File: config.mk
export PLATFORM = sky130hd
export DESIGN_NAME = pc_update
export DESIGN_NICKNAME = d
export VERILOG_FILES = /design/src/rtl/pc_update_pkg.sv /design/src/rtl/pc_update_adder.sv /design/src/rtl/pc_update.sv
export SDC_FILE = /design/constraint.sdc
export NUM_CORES = 1
export LEC_CHECK = 0
export CAP_MARGIN = 25
export CORE_MARGIN = 1
export CORE_UTILIZATION = 49
export CTS_CLUSTER_DIAMETER = 80
export DETAILED_ROUTE_END_ITERATION = 10
export HOLD_SLACK_MARGIN = 0.05
export PLACE_DENSITY = 0.81
export REMOVE_ABC_BUFFERS = 1
export SLEW_MARGIN = 20
export SYNTH_ARGS = -nofsm -noshare
export SYNTH_HDL_FRONTEND = slang
export SYNTH_SLANG_ARGS = --single-unit
File: constraint.sdc
create_clock -name CLK -period 2.12 [get_ports CLK]
set_input_delay 0.318 -clock CLK [delete_from_list [all_inputs] [get_ports CLK]]
set_output_delay 0.318 -clock CLK [all_outputs]
set_load 0.01 [all_outputs]
File: src/rtl/pc_update_pkg.sv
// Shared definitions for the fetch PC block: FSM state encodings, the default
// reset vector, the instruction width and the redirect alignment helper.
package pc_update_pkg;

    typedef enum logic {
        ST_RUN      = 1'b0,
        ST_REDIRECT = 1'b1
    } pc_state_e;

    localparam logic [31:0] PC_RESET_VECTOR_DEF = 32'h0000_0000;
    localparam int unsigned INSTR_BYTES         = 4;

    // Redirect targets come from the ALU; bit 0 is forced low (JALR semantics).
    function automatic logic [31:0] align_target(input logic [31:0] target);
        return target & ~32'h0000_0001;
    endfunction

endpackage

File: src/rtl/pc_update_adder.sv
// Sequential-fetch incrementer: advances the PC by one instruction, wrapping mod 2^32.
module pc_adder
    import pc_update_pkg::*;
(
    input  logic [31:0] pc_i,
    output logic [31:0] pc_plus_4_o
);

    assign pc_plus_4_o = pc_i + 32'(INSTR_BYTES);

endmodule

File: src/rtl/pc_update.sv
// Fetch program counter with branch redirect, stall handling and a pending
// redirect state for when instruction memory is busy.
//
//   state       | meaning
//   ------------+-------------------------------------------------------------
//   ST_RUN      | normal fetch: advance, hold on stall/busy, or take a redirect
//   ST_REDIRECT | redirect accepted while imem busy; wait to load pending addr
module pc_update
    import pc_update_pkg::*;
#(
    parameter logic [31:0] RESET_VECTOR = PC_RESET_VECTOR_DEF
) (
    input  logic        CLK,
    input  logic        RESET,
    input  logic        BRANCH_TAKEN,
    input  logic [31:0] BRANCH_TARGET,
    input  logic        HAZARD_STALL,
    input  logic        IMEM_BUSY,
    output logic [31:0] PC,
    output logic [31:0] PC_PLUS_4,
    output logic        INSTR_VALID,
    output logic        FLUSH_IF_ID,
    output logic        FLUSH_ID_EX,
    output logic        MISALIGNED
);

    pc_state_e   state_q, state_d;
    logic [31:0] pc_q, pc_d;
    logic [31:0] pending_q, pending_d;
    logic        valid_q, valid_d;
    logic        flush_q, flush_d;
    logic        misaligned_q, misaligned_d;
    logic [31:0] pc_plus_4;
    logic [31:0] redirect_addr;

    pc_adder u_pc_adder (
        .pc_i        (pc_q),
        .pc_plus_4_o (pc_plus_4)
    );

    assign redirect_addr = align_target(BRANCH_TARGET);

    always_ff @(posedge CLK) begin
        if (!RESET) begin
            state_q      <= ST_RUN;
            pc_q         <= RESET_VECTOR;
            pending_q    <= 32'h0000_0000;
            valid_q      <= 1'b0;
            flush_q      <= 1'b0;
            misaligned_q <= 1'b0;
        end else begin
            state_q      <= state_d;
            pc_q         <= pc_d;
            pending_q    <= pending_d;
            valid_q      <= valid_d;
            flush_q      <= flush_d;
            misaligned_q <= misaligned_d;
        end
    end

    always_comb begin
        state_d      = state_q;
        pc_d         = pc_q;
        pending_d    = pending_q;
        valid_d      = 1'b0;
        flush_d      = 1'b0;
        misaligned_d = 1'b0;

        unique case (state_q)
            ST_RUN: begin
                if (BRANCH_TAKEN) begin
                    // Branch wins over a load-use stall; the stalled instruction is squashed.
                    flush_d      = 1'b1;
                    misaligned_d = BRANCH_TARGET[1];
                    if (IMEM_BUSY) begin
                        pending_d = redirect_addr;
                        state_d   = ST_REDIRECT;
                    end else begin
                        pc_d    = redirect_addr;
                        valid_d = 1'b1;
                    end
                end else if (HAZARD_STALL || IMEM_BUSY) begin
                    valid_d = !IMEM_BUSY;
                end else begin
                    pc_d    = pc_plus_4;
                    valid_d = 1'b1;
                end
            end
            ST_REDIRECT: begin
                // Branch/stall inputs here belong to squashed instructions.
                if (!IMEM_BUSY) begin
                    pc_d    = pending_q;
                    valid_d = 1'b1;
                    state_d = ST_RUN;
                end
            end
            default: state_d = ST_RUN;
        endcase
    end

    assign PC          = pc_q;
    assign PC_PLUS_4   = pc_plus_4;
    assign INSTR_VALID = valid_q;
    assign FLUSH_IF_ID = flush_q;
    assign FLUSH_ID_EX = flush_q;
    assign MISALIGNED  = misaligned_q;

endmodule

Word-level counts from Yosys, hierarchy flattened --
Cells that the tools add are included. W data, S select, Z words.
Word-level totals: flip-flop bits (word level) 67, output and inout bits 68, word-level logic and storage cells 32
Cells by class: add/sub/neg operators 1, mux-type cells 13, bitwise operators 3, eq/ne operators 3, reductions and logical operators 6
Operator list (number):
- $mux W32 | 4
- $pmux W32 S2 | 1
- $add A32 B3 Y32 const B | 1
- $mux W1 | 6
- $ne A3 B3 Y1 const B | 2
- $reduce_and A3 Y1 | 2
- $pmux W1 S2 | 2
- $not A1 Y1 | 3
- $reduce_or A3 Y1 | 1
- $ne A2 B2 Y1 const B | 1
- $reduce_or A2 Y1 | 1
- $logic_not A1 Y1 | 1
- $logic_or A1 B1 Y1 | 1

Longest topological paths before layout --
word-level depth 4, mapped depth 7

Hierarchy --
A second synthesis with hierarchy kept.
Second synthesis, totals: cells, all modules 411, area, all modules 3748.6 um^2
By module, submodules not included:
- pc_update | cells each 328, instances 1, area an instance 3168.0 um^2, sequential area each 1341.3 um^2
- pc_adder | cells each 83, instances 1, area an instance 580.6 um^2, sequential area each 0.0 um^2

Least setup slack after synthesis --
Ideal clock, no wire load.
kind reg-to-output, from reg pc_q[11] (netlist: PC[11]), to out PC_PLUS_4[29], required time 1802 ps, slack -17 ps, data arrival time 1819 ps, cell stages (with the launch flop) 8, buffers on the path 2, path through dfxtp_1 -> buf_2 -> and4_4 -> nand3_4 -> or4_4 -> buf_6 -> nor2_1 -> xor2_1
On the way: word-level cells in the longest chain between the ends 1
RTL lines:
- start, declared | line pc_update.sv:28 | logic [31:0] pc_q, pc_d;
- start signal, assigned | line pc_update.sv:53 | pc_q <= pc_d;
- $add A32 B3 Y32 | line pc_update_adder.sv:9 | assign pc_plus_4_o = pc_i + 32'(INSTR_BYTES);
- end, declared | line pc_update.sv:20 | output logic [31:0] PC_PLUS_4,
No other way between the ends.

Worst setup path in the final report --
from reg pc_q[11] (netlist: PC[11]), to out PC_PLUS_4[31]
The elaborated chain is that of the path after synthesis.

==> results_dict.tcl <==
set metrics [dict create \
    diodes 0 \
    worstRegToRegCells 11 \
    cellPowerDensity_mw_per_mm2 530 \
    syn_inst 534 \
    r2r_setup_slack_ps -190 \
    post-place-ws_ps -358 \
    crit_slowest_cell "or4_4" \
    power.leakage_nw 2.54 \
    p_int_mw 2.27 \
    grt_pass1_vias 4997 \
    fin_crit_sh_pct 117 \
    ant_nets 0 \
    synthMuxAreaShare_pct 1.33 \
    dp.cells 772 \
    clkLatencyLatePin_ps 350 \
    coreArea_mm2 0.00769 \
    final_common_cell "nand2_1" \
    crit_chain "and4_4 -> nand3_4 -> or4_4 -> buf_6 -> nor2_4 -> xnor2_2 -> buf_2" \
    synthSimpleGateAreaFrac_pct 27.0 \
    p_sw_share_pct 30.6 \
    pwr-share-seq_pct 41.9 \
    final_cell_mix "120 x nand2_1, 105 x buf_4, 73 x clkdlybuf4s50_1" \
    hold_class "reg -> reg" \
    clock_power_share_pct 32.7 \
    cp_data_required_time_ps 1800 \
    regToRegEndpoint "PC[20]" \
    synthArstFlopShare_pct 0 \
    port_buffers 101 \
    synth_seq_cells 66 \
    rsz0062_at_grt "yes" \
    num_vias 5541 \
    drive_above_1_share_pct 31.8 \
    ys_types 61 \
    synth.avg_cell_area_um2 7.25 \
    layout.cells.non_filler 828 \
    violations "negative setup slack" \
    critPathLaunch "PC[11]" \
    crit_end "PC_PLUS_4[31]" \
    synth_flop_cell "dfxtp_1" \
    setup_violations 24 \
    synth_area_leaders "dfxtp_1 34%, nand2_1 12%, a21oi_1 8.3%" \
    grt_util_all_layers_pct 38.2 \
    start_util_pct 50.4 \
    drtIter0Drc 871 \
    synth_top_family_by_area "simple AND/OR/NAND/NOR gates" \
    fp.dieW_um 90.9 \
    yosysTopAreaCellShare_pct 34.1 \
    grt_pass1_wl_mm 24.7 \
    path_max_fanout 4 \
    synth_seq_area_share_pct 34.1 \
    setup_tns_ps -4470 \
    min_path_cells 2 \
    hold_viol 0 \
    grt-ovfl-total 0 \
    cts_buffer_depth 2 \
    pwr-share-comb_pct 25.3 \
    area_growth_pct 59.4 \
    place_congestion 0.917 \
    htreeDepth 3 \
    slowest_delay_ps 540 \
    hold_path_startpoint "pending_q[6]" \
    design_area_mm2 0.00617 \
    nets 759 \
    endpoint_kind "output pin" \
    rows 32 \
    die_area_mm2 0.00826 \
    clk_pin_slew_ps 70 \
    tightestPinTransition_ps 510 \
    ioPinCount 105 \
    wl_per_cell_um 22.3 \
    cap_violations 0 \
    tritoncts "yes" \
    dr.pass1.iters 6 \
    outcome "finished with violations" \
    fin_ws_ps -370 \
    clockRootBuffer "clkbuf_8" \
    max-slew-margin-rel_pct 66.0 \
    synth_top_cell_by_area "dfxtp_1" \
    grt_antenna_before_repair 0 \
    drcViolationCount 0 \
    drt_wl_total_mm 18.5 \
    path_class "reg -> out" \
    clock_skew_ps 7.15 \
    ys_warn_count 0 \
    synth_area_mm2 0.00387 \
    grt_max_degree 30 \
    start_kind "flop" \
    die_y_um 90.9 \
    dp_hpwl_mm 9.43 \
    post-route-min-period_ps 2490 \
    numCtsBuffers 9 \
    cts_sinks 66 \
    switchingPower_mw 1.00 \
    peakVddDrop_v 0.000339 \
    reg2reg_from "PC[7]" \
    total_power_mw 3.27 \
    synth-edff-count 0 \
    synth-xor-area-share_pct 6.33 \
    synth_compound_area_share_pct 23.9 \
    holdBufCountCts 0 \
    timing.fmax_ghz 0.402 \
    maxSlewViolCount 0 \
    cp.arrival_ps 2170 \
    vias_per_cell 6.69 \
    yosys.area_share.adder_pct 0.323 \
    place_area_mm2 0.00542 \
]
through the flow:
stage	util, %	hold slack, ps
6_report	80.3	457
5_1_grt	80.3	482
4_1_cts	77.8	457
3_5_place_dp	70.6	447
3_3_place_gp	70.6	439
2_1_floorplan	-	390
how the worst min path moves through the flow:
stage / end / slack, ps
after floorplan: INSTR_VALID / 390
after global placement: pending_q[1] / 440
after detailed placement: pending_q[3] / 450
after CTS: pending_q[14] / 460
after global routing: pending_q[31] / 480
final: pending_q[6] / 460
state kept, by name, indices dropped and copies added (netlist names):
signal	count
pending_q	31
INSTR_VALID	1
FLUSH_ID_EX	1
PC	31
MISALIGNED	1
state_q	1
kinds of logic (layout without fill, tap and decap cells):
logic type	after synthesis	in the layout
xor+xnor	28	28
other cells	1	2
flops	66	66
simple gates	221	221
mux	5	5
buf+inv	60	251
fa+ha+maj	1	1
compound gates	152	152
worst max-delay path, delay by kind of cell (launching register included):
family	cells	cell delay (ps)
and+or+nand+nor	4	1030
buffers and inverters	2	300
xor gates and xnor gates	1	120
DFF	1	370
routing by layer:
layer  GRT usage (%)  wire length, um
met5               0                0
met4            26.7             1610
met3            8.59             2460
met2            61.8             8090
met1            44.5             6300
cell usage after synthesis (3+ instances only):
cell type / count
dfxtp_1: 66
a41oi_1: 3
a21oi_1: 64
buf_2: 5
and3_1: 8
inv_1: 8
o22ai_1: 10
and4_1: 5
o311ai_0: 3
a31oi_1: 6
xnor2_1: 19
nor4_1: 5
and2_1: 3
clkbuf_1: 35
nand4_1: 12
o32ai_1: 3
o31a_1: 8
o21ai_0: 29
or4_1: 3
nand3_1: 13
buf_4: 7
nand2_1: 123
o211ai_1: 5
a211oi_1: 3
mux2i_1: 4
xor2_1: 9
nor3_1: 9
nor2_1: 24
a21o_1: 3
buf_1: 3
power groups by stage:
stage,sequential (mW),combinational [mW],clock [mW]
final,1.37,0.829,1.07
after global routing,1.38,0.862,1.12
after CTS,1.36,0.750,1.06
after detailed placement,1.38,0.752,0
after global placement,1.37,0.734,0
after floorplan,1.43,0.262,0
layout make-up:
| type | count | area [um^2] |
|---|---|---|
| sequential | 66 | 1350 |
| clock buffer | 15 | 196 |
| inverter | 9 | 33.8 |
| timing repair buffer | 226 | 1910 |
| tap | 102 | 128 |
| fill | 443 | 1520 |
| clock inverter | 1 | 5.00 |
| multi-input combinational | 409 | 2550 |
repair_timing:
item,CTS,global route
buffers inserted,30,16
setup endpoints to repair,27,31
pin swaps,32,40
gates resized for setup,160,37
endpoints found under the hold margin,0,0
Power figures use the tool's default switching activity.
==> RTL change 1 (config.mk and constraints unchanged) <==
Reset style: asynchronous (`RESET`), changed in one clocked block.
--- a/src/rtl/pc_update.sv
+++ b/src/rtl/pc_update.sv
@@ -41,5 +41,5 @@
     assign redirect_addr = align_target(BRANCH_TARGET);
 
-    always_ff @(posedge CLK) begin
+    always_ff @(posedge CLK or negedge RESET) begin
         if (!RESET) begin
             state_q      <= ST_RUN;
Check against the original RTL: differs if RESET is asserted again (counterexample within 4 cycles, from zero or initial values and one cycle with RESET low); with RESET held inactive, the same outputs for 10 cycles.
==> RTL change 1 against the unedited design <==
  * Sequential share of layout area up 5.1 points
  * Global-route usage shrank 3.9 points
  * Routed wire length fell by 19%
  * Critical path type unchanged
  * Core utilization up 1.6 points
  * Worst setup slack got worse by 0.10 ns
  * Cell count down 18%
  * Maximum frequency down 4.0%
  * Design area fell by 1.2%
  * Clock skew up 0.0041 ns
  * The run still ends with setup timing left
  * Sequential cell count unchanged
  * Area after synthesis is 0.39% lower
  * Highest routed layer unchanged
Power is not compared: it rests on default switching activity, and its combinational part moved more than twofold at a synthesized area within 25%.
==> RTL change 1: results (changes against the unedited design) <==
Final layout
  – Filler Cells Inserted: 424 (-4.3%)
  – Layout cell share with drive strength beyond 1: 40.7% (+8.9 points)
  – N_diodes: 0 (unchanged)
  – NumNets Final: 613 (-19%)

Logic synthesis
  – Area contributors post-synth: dfrtp_1 43%, mux2_2 9.1%, o21ai_0 5.2%, xor2_1 3.4%, xnor2_1 3.0%
  – Synth top cells by count: 66 x dfrtp_1, 40 x o21ai_0, 31 x mux2_2, 24 x nor2_1
  – Ys Warns: 0 (unchanged)
  – Main synth FF type: dfrtp_1
  – Async SR Flop Fraction: 100% (+100 points)
  – Seq/Total Area, Yosys: 42.8% (+8.7 points)
  – Syn avg cell area: 10.2 sq um (+40%)
  – Synth cell types: 50 (-18%)

Placement
  – Placed cells: 625 (-19%)
  – Area after DPL: 0.00546 sq mm (+0.60%)
  – Dpl hpwl: 8290 microns (-12%)
  – RePlAce Congestion: 0.890 (-2.9%)
  – Port bufs: 101 (unchanged)

Status
  – Status: complete, but fails checks
  – Failing checks: setup timing

STA
  – Total Neg Setup Slack: -4.41 ns (+0.0542 ns)
  – Setup-failing EPs final: 21 (-13%)
  – Final worst slack: -0.474 ns (-0.104 ns)
  – Clock skew: 0.0113 ns (+0.00413 ns)

Global route
  – Number of global-route vias before repair: 4283 (-14%)
  – Largest net degree at the start of global routing: 67 (+120%)
  – First-pass GRT wire length: 21900 microns (-11%)
  – Antenna violations before repair: 0 (unchanged)
  – GRT Resource Usage Total: 34.2% (-3.9 points)

Detailed routing
  – DR pass1 iterations: 8 (+2)
  – Antenna-violating nets left: 0 (unchanged)
  – Drt wl/cell: 22.1 microns (-0.90%)
  – Via count: 4346 (-22%)
  – Iter 0 DRT Violations: 437 (-50%)
  – DR vias/cell: 6.40 (-4.4%)

Clock network
  – Clk slew on worst S/H paths: 0.08 ns
  – H-tree depth: 3 (unchanged)
  – Clock root buffer: clkbuf_8
  – Insertion delay to the later sink of the worst-skew pair: 0.35 ns (about the same)
  – Cts bufs inserted: 9 (unchanged)
  – Maximum buffer depth of the clock tree: 2 (unchanged)

Worst setup path
  – R2r worst-path depth: 10 (-1)
  – CP peak stage delay: 0.43 ns (-0.11 ns)
  – Max stage delay cell, worst path: dfrtp_1
  – Worst-path fanout max: 4 (unchanged)

Worst hold path
  – Min-Delay Path Class: reg2reg
  – Hold Path Stages: 1 (-1)

Power and ir drop
  – Cell leakage power: 2.80 nW
  – VDD IR max: 0.500 mV
## RTL change 1: changes by cell type after synthesis, sizes merged, moves of 9 or more
cell     change
nand2      -105
dfrtp       +66
dfxtp       -66
a21oi       -52
mux2        +30
clkbuf      -17
o21ai       +14
a222oi       +9
o2bb2ai      +9
## RTL change 1: worst paths after layout
| path | start | to | slack [ns] |
|---|---|---|---|
| min reg2reg | pending_q[8] | pending_q[8] | 0.51 |
| max | PC[9] | PC_PLUS_4[27] | -0.47 |
| min | pending_q[8] | pending_q[8] | 0.51 |
| max reg2reg | PC[9] | PC[14] | -0.08 |
| min in group asynchronous | RESET | pending_q[26] | 0.54 |
| max in group asynchronous | RESET | pending_q[15] | 1.28 |
## RTL change 1: metrics by stage
step           utilization, %  setup WS (ns)
3_5_place_dp             73.3         -0.307
5_1_grt                  81.9         -0.520
4_1_cts                  79.4         -0.322
3_3_place_gp             73.3         -0.205
2_1_floorplan               -         -0.741
6_report                 81.9         -0.474
## RTL change 1: kinds of logic after synthesis
group / share of synthesized area, %
AOI/OAI and AO/OA: 19.0
xor gates and xnor gates: 6.36
adders and majority gates: 0.324
buffers and inverters: 5.00
DFF: 42.8
muxes: 10.1
other: 0.0972
and+or+nand+nor: 16.3
## RTL change 1: routing by layer
layer	GRT usage [%]	part of all wire, %	up-vias
met5	0	0	-
met4	22.7	6.4	0
met3	6.48	9.8	112
met2	56.1	48	371
met1	40.9	36	2054
li1	-	-	1809
## RTL change 1: cell type report
class | instances | area (sq um) | area share, %
Inverter | 9 | 33.8 | 0.554
Clock buffer | 11 | 131 | 2.15
Multi-Input combinational cell | 272 | 2240 | 36.7
Clock inverter | 5 | 55.1 | 0.903
Timing Repair Buffer | 217 | 1860 | 30.6
Tap cell | 99 | 124 | 2.03
Sequential cell | 66 | 1650 | 27.1
## RTL change 1: repair_timing
item / CTS / global route
hold buffers: 1 / 0
endpoints found under the hold margin: 66 / 0
pin swaps: 22 / 29
setup endpoints to repair: 27 / 25
setup buffers: 23 / 16
gates resized for setup: 131 / 31
## RTL change 1: worst max-delay path, delay by kind of cell, from the launching register on
kind          cells  cell delay [ns]
simple gates      4             0.77
buf+inv           3             0.54
flops             1             0.43
xor+xnor          1             0.20
## RTL change 1: report_power, final
group          internal (W)  switching [W]
combinational      0.000967       0.000927
clock              0.000541       0.000525
sequential          0.00149       0.000193
==> RTL change 2 (same settings) <==
Without the edit above. Register the input `BRANCH_TARGET` before use. The logic sees it one clock later. The other inputs are not delayed to match.
--- a/src/rtl/pc_update.sv
+++ b/src/rtl/pc_update.sv
@@ -25,4 +25,10 @@
 );
 
+    logic [31:0] BRANCH_TARGET_q;
+
+    always_ff @(posedge CLK) begin
+        BRANCH_TARGET_q <= BRANCH_TARGET;
+    end
+
     pc_state_e   state_q, state_d;
     logic [31:0] pc_q, pc_d;
@@ -39,5 +45,5 @@
     );
 
-    assign redirect_addr = align_target(BRANCH_TARGET);
+    assign redirect_addr = align_target(BRANCH_TARGET_q);
 
     always_ff @(posedge CLK) begin
@@ -72,5 +78,5 @@
                     // Branch wins over a load-use stall; the stalled instruction is squashed.
                     flush_d      = 1'b1;
-                    misaligned_d = BRANCH_TARGET[1];
+                    misaligned_d = BRANCH_TARGET_q[1];
                     if (IMEM_BUSY) begin
                         pending_d = redirect_addr;
Behaviour: not the same (Yosys sat finds a counterexample within 4 cycles, from zero or initial values and one cycle with RESET low).
==> RTL change 2 against the unedited design <==
  * The flow still finishes with violations (setup timing)
  * Count of clock-buffer cells in the layout decreased by 6
  * Routed wire length increased by 12%
  * Design area increased by 23%
  * Area after synthesis increased by 21%
  * Power increased by 39%
  * Sequential cell count increased by 31
  * Worst setup slack improved by 0.060 ns
  * Global-route usage decreased by 0.67 points
  * Worst hold slack got worse by 0.096 ns
  * Critical path type unchanged
  * Largest cell class unchanged
==> RTL change 2: results (changes against the unedited design) <==
Worst setup path
  – CP peak stage delay: 0.38 ns (-0.16 ns)
  – RR Endpoint: PC[23]
  – R2r worst-path depth: 7 (-4)
  – Max stage delay cell, worst path: dfxtp_2

STA
  – Clock skew: 0.0105 ns (+0.00337 ns)
  – Final worst slack: -0.310 ns (+0.0598 ns)
  – Setup-failing EPs final: 22 (-8.3%)

Global route
  – Met3 usage: 8.15% (-0.44 points)
  – First-pass GRT wire length: 28800 microns (+16%)
  – Met1 Use GR: 44.4% (-0.13 points)
  – Number of global-route vias before repair: 5515 (+10%)

Power and ir drop
  – VDD IR max: 0.495 mV (+46%)

Clock network
  – Clk slew on worst S/H paths: 0.11 ns (+0.04 ns)
  – Setup Fix Bufs, Post-CTS: 28 (-6.7%)

Logic synthesis
  – Area share of xor/xnor cells in the synthesized design: 5.04% (-1.3 points)
  – Compound-Gate Fraction of Synth Area: 19.6% (-4.3 points)
  – Seq/Total Area, Yosys: 41.4% (+7.3 points)

Placement
  – Dpl hpwl: 11800 microns (+26%)
  – Area after DPL: 0.00653 sq mm (+20%)

Status
  – Failing checks: setup timing
  – Status: complete, but fails checks

Detailed routing
  – Met1 wire length: 7510 microns (+19%)
  – DR pass1 iterations: 5 (-1)
  – Final WL: 20800 microns (+12%)
  – Drt wl/cell: 22.2 microns (-0.58%)

Worst hold path
  – Min-delay src: BRANCH_TARGET[2]
  – Hold Path End: BRANCH_TARGET_q[2]

Final layout
  – Layout cell share with drive strength beyond 1: 34.4% (+2.6 points)
-- RTL change 2: cell count changes in the layout (fill, tap and decap cells not counted), moves of 5 or more --
| cell | before | now |
|---|---|---|
| a2111oi_0 | 0 | 5 |
| a21oi_1 | 63 | 50 |
| a31oi_1 | 6 | 11 |
| buf_4 | 105 | 128 |
| buf_6 | 19 | 33 |
| clkbuf_8 | 14 | 9 |
| dfxtp_1 | 48 | 77 |
| nand2_1 | 120 | 113 |
| nand3b_1 | 1 | 8 |
| o21ai_0 | 29 | 22 |
| o31a_1 | 8 | 2 |
| xnor2_1 | 13 | 7 |
-- RTL change 2: worst max path at each step --
stage / endpoint / slack (ns) / cells past startpoint
CTS: PC_PLUS_4[15] / -0.20 / 5
global route: PC_PLUS_4[21] / -0.34 / 7
floorplan: PC[28] / -0.63 / 4
detailed placement: PC_PLUS_4[18] / -0.29 / 6
global placement: PC_PLUS_4[29] / -0.26 / 5
finish: PC_PLUS_4[16] / -0.31 / 7
-- RTL change 2: final cells by class --
class,count,area [sq um]
Sequential cell,97,1970
Fill cell,553,1680
Inverter,8,30.0
Tap cell,129,161
Multi-Input combinational cell,421,2830
Clock buffer,9,124
Timing Repair Buffer,266,2310
Clock inverter,6,138
-- RTL change 2: where the power goes --
part | internal [W] | switching [W]
clock | 0.000906 | 0.000748
combinational | 0.000429 | 0.000471
sequential | 0.00193 | 0.0000745
total | 0.00326 | 0.00129
-- RTL change 2: through the flow --
step	setup WS (ns)	hold WS [ns]	utilization (%)	total power [W]
after detailed placement	-0.290	0.437	70.7	0.00283
after global routing	-0.335	0.356	81.9	0.00467
after CTS	-0.200	0.374	78.4	0.00444
final	-0.310	0.361	81.9	0.00456
after floorplan	-0.632	0.346	-	0.00233
after global placement	-0.257	0.431	70.7	0.00280
